<file path="config.mk">
export PLATFORM = sky130hd
export DESIGN_NAME = ising_run_ctrl
export DESIGN_NICKNAME = d
export VERILOG_FILES = /design/src/rtl/ising_run_ctrl.sv
export SDC_FILE = /design/constraint.sdc
export NUM_CORES = 1
export LEC_CHECK = 0
export CAP_MARGIN = 20
export CORE_UTILIZATION = 35
export CTS_CLUSTER_SIZE = 14
export DETAILED_ROUTE_END_ITERATION = 6
export HOLD_SLACK_MARGIN = 0.03
export SYNTH_ARGS = -nofsm -noshare
export SYNTH_HDL_FRONTEND = slang
export SYNTH_SLANG_ARGS = --single-unit
</file>
<file path="constraint.sdc">
create_clock -name clk -period 5.25 [get_ports clk]
set_input_delay 0.7875 -clock clk [delete_from_list [all_inputs] [get_ports clk]]
set_output_delay 0.7875 -clock clk [all_outputs]
set_load 0.01 [all_outputs]
</file>
<file path="src/rtl/ising_run_ctrl.sv">
// ising_run_ctrl: run sequencer for an oscillator-based Ising machine.
//   clk, axi_rstn    : clock and asynchronous active-low reset
//   start/abort      : one-cycle run request / cancel
//   run_cycles       : RUN length in clk cycles, sampled on accepted start (0 runs as 1)
//   wr_*/mat_*       : host weight writes, forwarded to the matrix only while idle
//   ising_rstn       : oscillator-array reset, released during RUN and SAMPLE
//   bot_row          : asynchronous phase outputs, synchronized and captured in SAMPLE
//   busy/done/aborted/result : run status and captured spin vector
module ising_run_ctrl #(
  parameter int N          = 8,
  parameter int RST_CYCLES = 4,
  parameter int CNT_W      = 32
) (
  input  logic             clk,
  input  logic             axi_rstn,
  input  logic             start,
  input  logic             abort,
  input  logic [CNT_W-1:0] run_cycles,
  input  logic             wr_valid,
  input  logic [31:0]      wr_addr_in,
  input  logic [31:0]      wdata_in,
  output logic             wr_ready,
  output logic             mat_wready,
  output logic             mat_wr_match,
  output logic [31:0]      mat_wr_addr,
  output logic [31:0]      mat_wdata,
  output logic             ising_rstn,
  input  logic [N-1:0]     bot_row,
  output logic             busy,
  output logic             done,
  output logic             aborted,
  output logic [N-1:0]     result
);
  typedef enum logic [1:0] {IDLE, HOLD, RUN, SAMPLE} state_t;
  state_t state, state_nx;
  logic [CNT_W-1:0] cnt, len;
  logic [N-1:0] sync1, sync2;
  logic take, capture, wr_acc;
  assign take    = state == IDLE && start && !abort;
  assign capture = state == SAMPLE && !abort;
  assign wr_acc  = wr_valid && wr_ready;
  always_ff @(posedge clk or negedge axi_rstn)
    if (!axi_rstn) state <= IDLE;
    else state <= state_nx;
  always_comb begin
    state_nx = state;
    if (state == IDLE) state_nx = take ? HOLD : IDLE;
    else if (abort) state_nx = IDLE;
    else if (state == HOLD) state_nx = cnt == CNT_W'(RST_CYCLES - 1) ? RUN : HOLD;
    else if (state == RUN) state_nx = cnt == len - CNT_W'(1) ? SAMPLE : RUN;
    else state_nx = IDLE;
  end
  always_comb begin
    busy     = state != IDLE;
    wr_ready = state == IDLE;
  end
  // cnt restarts on every state change, so it counts cycles spent in the current state
  always_ff @(posedge clk or negedge axi_rstn)
    if (!axi_rstn) begin
      cnt        <= '0;
      len        <= '0;
      ising_rstn <= 1'b0;
      done       <= 1'b0;
      aborted    <= 1'b0;
      result     <= '0;
      sync1      <= '0;
      sync2      <= '0;
    end else begin
      cnt        <= state_nx != state ? '0 : cnt + CNT_W'(1);
      len        <= take ? (run_cycles == '0 ? CNT_W'(1) : run_cycles) : len;
      ising_rstn <= state_nx == RUN || state_nx == SAMPLE;
      done       <= capture;
      aborted    <= state != IDLE && abort;
      result     <= capture ? sync2 : result;
      sync1      <= bot_row;
      sync2      <= sync1;
    end
  always_ff @(posedge clk or negedge axi_rstn)
    if (!axi_rstn) begin
      mat_wready   <= 1'b0;
      mat_wr_match <= 1'b0;
      mat_wr_addr  <= '0;
      mat_wdata    <= '0;
    end else begin
      mat_wready   <= wr_acc;
      mat_wr_match <= wr_acc;
      mat_wr_addr  <= wr_acc ? wr_addr_in : mat_wr_addr;
      mat_wdata    <= wr_acc ? wdata_in : mat_wdata;
    end
endmodule

</file>
### Yosys cells after proc, flatten, opt, wreduce, memory -nomap -nowiden

Cells that the tools add are included.

* register bits: 158
* latch bits: 0
* memory bits (writable): 0
* memory bits (read-only): 0
* input port bits: 109
* output and inout port bits: 79
* logic and storage cells: 41
* memories: 0

* add/subtract/negate cells: 2
* $mul: 0
* divide/modulo/power cells: 0
* $lt $le $gt $ge: 0
* equal/unequal tests: 8
* shift-type cells: 0
* multiplexer cells: 9
* bitwise logic cells: 0
* reduce and logical (&&, ||, !) cells: 10

Operators by type and width (count)
* $mux W32: 2
* $add A32 B1 Y32 const B: 1
* $eq A32 B2 Y1 const B: 1
* $eq A32 B32 Y1: 1
* $logic_not A32 Y1: 1
* $sub A32 B1 Y32 const B: 1
* $mux W2: 5
* $eq A2 B2 Y1 const B: 4
* $logic_and A1 B1 Y1: 5
* $eq A2 B1 Y1 const B: 1
* $logic_not A2 Y1: 1
* $mux W1: 2
* $ne A2 B2 Y1: 1
* $reduce_bool A2 Y1: 1
* $logic_not A1 Y1: 1
* $logic_or A1 B1 Y1: 1

### Depth between registers and ports, before layout

* depth after elaboration: 9
* gate-level depth with buffers: 12
* depth with buffers taken out: 10

### Least setup slack after synthesis

No wires, ideal clock.

* path type: input to register
* start: input abort
* end: register cnt[25]
* library setup time: 128 ps
* data arrival time: 3111 ps
* data required time: 5122 ps
* path slack: 2012 ps
* stages on the path: 10
* path buffers: 2
* cell sequence: or3b_1 -> or3_1 -> or4_1 -> nor4_1 -> and4_1 -> o2111ai_1 -> and4b_1 -> buf_6 -> buf_12 -> o31ai_2

* cells in the longest elaborated chain, start to end: 6
* elaborated cells between the ends (all ways): 7
* classes of those cells: eq/ne (1); mux (4); reduce/logical (2)

Ends and longest elaborated chain
* start: declaration: line 17 `input logic abort,`
* $logic_not A1 Y1: line 39 `assign take = state == IDLE && start && !abort;`
* $logic_and A1 B1 Y1: line 39
* $mux W1: line 47 `if (state == IDLE) state_nx = take ? HOLD : IDLE;`
* $mux W2 *: line 47
* $ne A2 B2 Y1 *: line 69 `cnt <= state_nx != state ? '0 : cnt + CNT_W'(1);`
* $mux W32 *: line 69
* end signal: assignment: line 69
* end: declaration: line 36 `logic [CNT_W-1:0] cnt, len;`

Mark *: on every way between the ends. The rest lies on a longest branch, timed or not.
A chain may end at the register's enable or synchronous reset.

### Final worst setup path

* start: input abort
* end: register cnt[2]

Same word-level chain as after synthesis.

==> results.sh <==
export IMPL_run_status="complete, no violations"
export IMPL_crit_required_ps=5560
export IMPL_final_min_period_over_clock_period_pct=72.66
export IMPL_report_final_hold_viol_count=0
export IMPL_cts_max_path_buffers=2
export IMPL_period_needed_ps=3814
export IMPL_setup_worst_path_start_class="primary input"
export IMPL_wire_per_inst_microns=16.62
export IMPL_buf_inv_stages_crit_path=2
export IMPL_rsz0062_at_grt="no"
export IMPL_drc=0
export IMPL_drt_antenna_violating_nets=0
export IMPL_worst_endpoint_arrival_ps=4120
export IMPL_ctsResizeCount=0
export IMPL_synth_enable_flop_cells=0
export IMPL_largest_area_contributor_in_the_netlist="dfrtp_1"
export IMPL_power_density_over_cell_area_nw_per_um2=493.0
export IMPL_finalSetupViolCount=0
export IMPL_dr_first_iter_drc_count=197
export IMPL_max_slew_worst_pin_slew_ps=935.9
export IMPL_die_h_microns=151.3
export IMPL_cts_max_level=4
export IMPL_routed_via_density=5.090
export IMPL_cap_violations=0
export IMPL_asyncSetResetFlopFracSynth_pct=100.0
export IMPL_critical_path_s_largest_stage_delay_ps=630
export IMPL_ys_seq_area_share_pct=50.67
export IMPL_diodes=0
export IMPL_worst_ir_drop_vdd_v=0.0002651
export IMPL_synthesis_yosys_warnings=0
export IMPL_avgSynthCellArea_sq_um=11.24
export IMPL_cpLargestDelayFamily="simple AND/OR/NAND/NOR gates"
export IMPL_setup_worst_path_class="primary input to flip-flop"
export IMPL_netlist_area_leader_share_pct=50.67
export IMPL_r2r_start="len[3]"
export IMPL_wire_length_reported_by_the_detailed_router_microns=19380
export IMPL_max_freq_ghz=0.2622
export IMPL_critPathLaunch="abort"
export IMPL_io_pins=188
export IMPL_clk_pin_slew_ps=70
export IMPL_synthToLayoutAreaGrowth_pct=34.61
export IMPL_drive_gt1_share_pct=19.41
export IMPL_layout_cells_most_common_list="clkdlybuf4s50_1 (186), dfrtp_1 (158), mux2_2 (92), nand2_1 (44), xnor2_1 (41)"
export IMPL_place_port_buffers=187
export IMPL_layout_nets=984
export IMPL_synth_cell_types=52
export IMPL_tritoncts_clock_tree="yes"
export IMPL_count_of_vias_placed_by_the_detailed_router=5935
export IMPL_place_detailed_hpwl_microns=13530
export IMPL_synthCells=694
export IMPL_area_of_the_mapped_netlist_sq_um=7802
export IMPL_timing_hold_ws_ps=350.3
export IMPL_timing_critical_path_cells="clkdlybuf4s50_1, or3b_1, or3_1, or4_1, nor4_1, and4_1, o2111ai_1, and4b_2, buf_12, o31ai_1"
export IMPL_clkLatencyLatePin_ps=430
export IMPL_yosys_most_used_dff="dfrtp_1"
export IMPL_die_width_microns=151.3
export IMPL_drt_first_pass_iters=4
export IMPL_timing_hold_worst_class="flip-flop to flip-flop"
export IMPL_cts_root_buffer_cell="clkbuf_16"
export IMPL_grt_ovfl_total=0
export IMPL_synth_area_leaders="dfrtp_1 (51%), mux2_2 (13%), xnor2_1 (4.6%)"
export IMPL_maxSlewHeadroom_pct=37.60
export IMPL_core_area_sq_um=21820
export IMPL_postSynthNetCount=805
export IMPL_globalplace_congestion=0.8213
export IMPL_numCtsBuffers=17
export IMPL_post_cts_repair_setup_buffers=0
export IMPL_cp_end_kind="flip-flop"
export IMPL_post_route_clock_skew_ps=9.688
export IMPL_maxSlewViolCount=0
export IMPL_accumulated_negative_setup_slack_ps=0
export IMPL_worstHoldStart="sync1[3]"
export IMPL_grt_max_degree=80
export IMPL_worst_path_max_delay_cell="clkdlybuf4s50_1"
export IMPL_initial_utilization_pct=35.75
export IMPL_postSynthRegisterBits=158
export IMPL_number_of_global_route_vias_before_repair=6054
export IMPL_commonest_non_fill_non_tap_cell_in_the_layout="clkdlybuf4s50_1"
export IMPL_post_cts_hold_buffer_count=0
export IMPL_numClockSinks=158
export IMPL_antenna_found_initial=0
export IMPL_total_leakage_power_nw=4.265
export IMPL_first_pass_grt_wire_length_microns=31510
export IMPL_filler_cell_count=2055
export IMPL_floorplan_rows=54
export IMPL_floorplan_die_area_sq_um=22890
export IMPL_grt_total_usage_pct=17.87
export IMPL_crit_fanout=33
==> report_power, final <==
group | switching [mW] | internal, mW | total (mW)
clock | 0.601 | 0.643 | 1.24
sequential | 0.381 | 1.63 | 2.01
combinational | 0.812 | 1.11 | 1.92
total | 1.79 | 3.38 | 5.18
==> routing by layer <==
layer | vias up | share of wire, % | track usage, %
met3 | 18 | 9.4 | 7.771
li1 | 2839 | - | -
met5 | - | 0 | 0
met1 | 2902 | 45 | 22.28
met4 | 0 | 1.5 | 5.300
met2 | 176 | 44 | 27.83
==> sequential cells by signal (all words and copies together) (netlist names) <==
register,flops
aborted,1
cnt,32
done,1
ising_rstn,1
len,32
mat_wdata,32
mat_wr_addr,32
mat_wr_match,1
result,8
state,2
sync1,8
sync2,8
==> synth_stat cells, drive strengths merged (2+ instances only) <==
master  instances
nand4b          2
inv            19
nor3           24
o21ai          58
nand4          15
dfrtp         158
and2            2
or3b            2
nor4           30
nor2           22
and4            6
nand2          44
ha              2
clkbuf         26
nor4b           2
o31ai          10
nand3          15
xor2           31
or4             3
mux2           92
mux2i           2
xnor2          41
buf             9
nand2b         25
a41oi           2
nor2b           4
or3             5
a21oi          17
a31oi           4
nand3b          3
and3            8
==> kinds of logic (layout without fill, tap and decap cells) <==
| group | after synthesis | count (layout) | share of synthesized area [%] |
|---|---|---|---|
| DFF | 158 | 158 | 50.67 |
| adders and majority gates | 2 | 2 | 0.3207 |
| buffers and inverters | 55 | 247 | 3.496 |
| AOI/OAI and AO/OA | 99 | 99 | 8.788 |
| and+or+nand+nor | 214 | 214 | 15.11 |
| muxes | 94 | 94 | 13.53 |
| xor gates and xnor gates | 72 | 72 | 8.082 |
==> metrics by stage <==
stage / instances / worst slack [ps] / total power [mW] / utilization (%) / cell area (sq um)
6_report: 1166 / 1436 / 5.177 / 48.13 / 10500
3_5_place_dp: 1134 / 975.4 / 3.955 / 45.41 / 9910
5_1_grt: 1166 / 1226 / 5.497 / 48.13 / 10500
2_1_floorplan: 694 / 2012 / 2.990 / - / 7802
3_3_place_gp: 1134 / 958.9 / 3.945 / 45.41 / 9910
4_1_cts: 1166 / 1435 / 5.249 / 48.13 / 10500
==> final timing paths <==
kind	to	slack [ps]	cells past startpoint
setup / recovery	cnt[2]	1440	10
hold / removal	sync2[3]	350	0
setup reg to reg	cnt[2]	1820	9
hold reg to reg	sync2[3]	350	0
max in group asynchronous	mat_wdata[19]	3780	2
min in group asynchronous	len[1]	390	1
==> layout make-up <==
class | count | area (sq um) | share of cell area, %
Tap cell | 280 | 350.3 | 3.336
Sequential cell | 158 | 3954 | 37.65
Inverter | 20 | 75.07 | 0.7148
Timing Repair Buffer | 195 | 1946 | 18.53
Clock buffer | 17 | 425.4 | 4.051
Clock inverter | 15 | 167.7 | 1.596
Multi-Input combinational cell | 481 | 3585 | 34.13
Note: power is estimated with default switching activity, not from simulation.
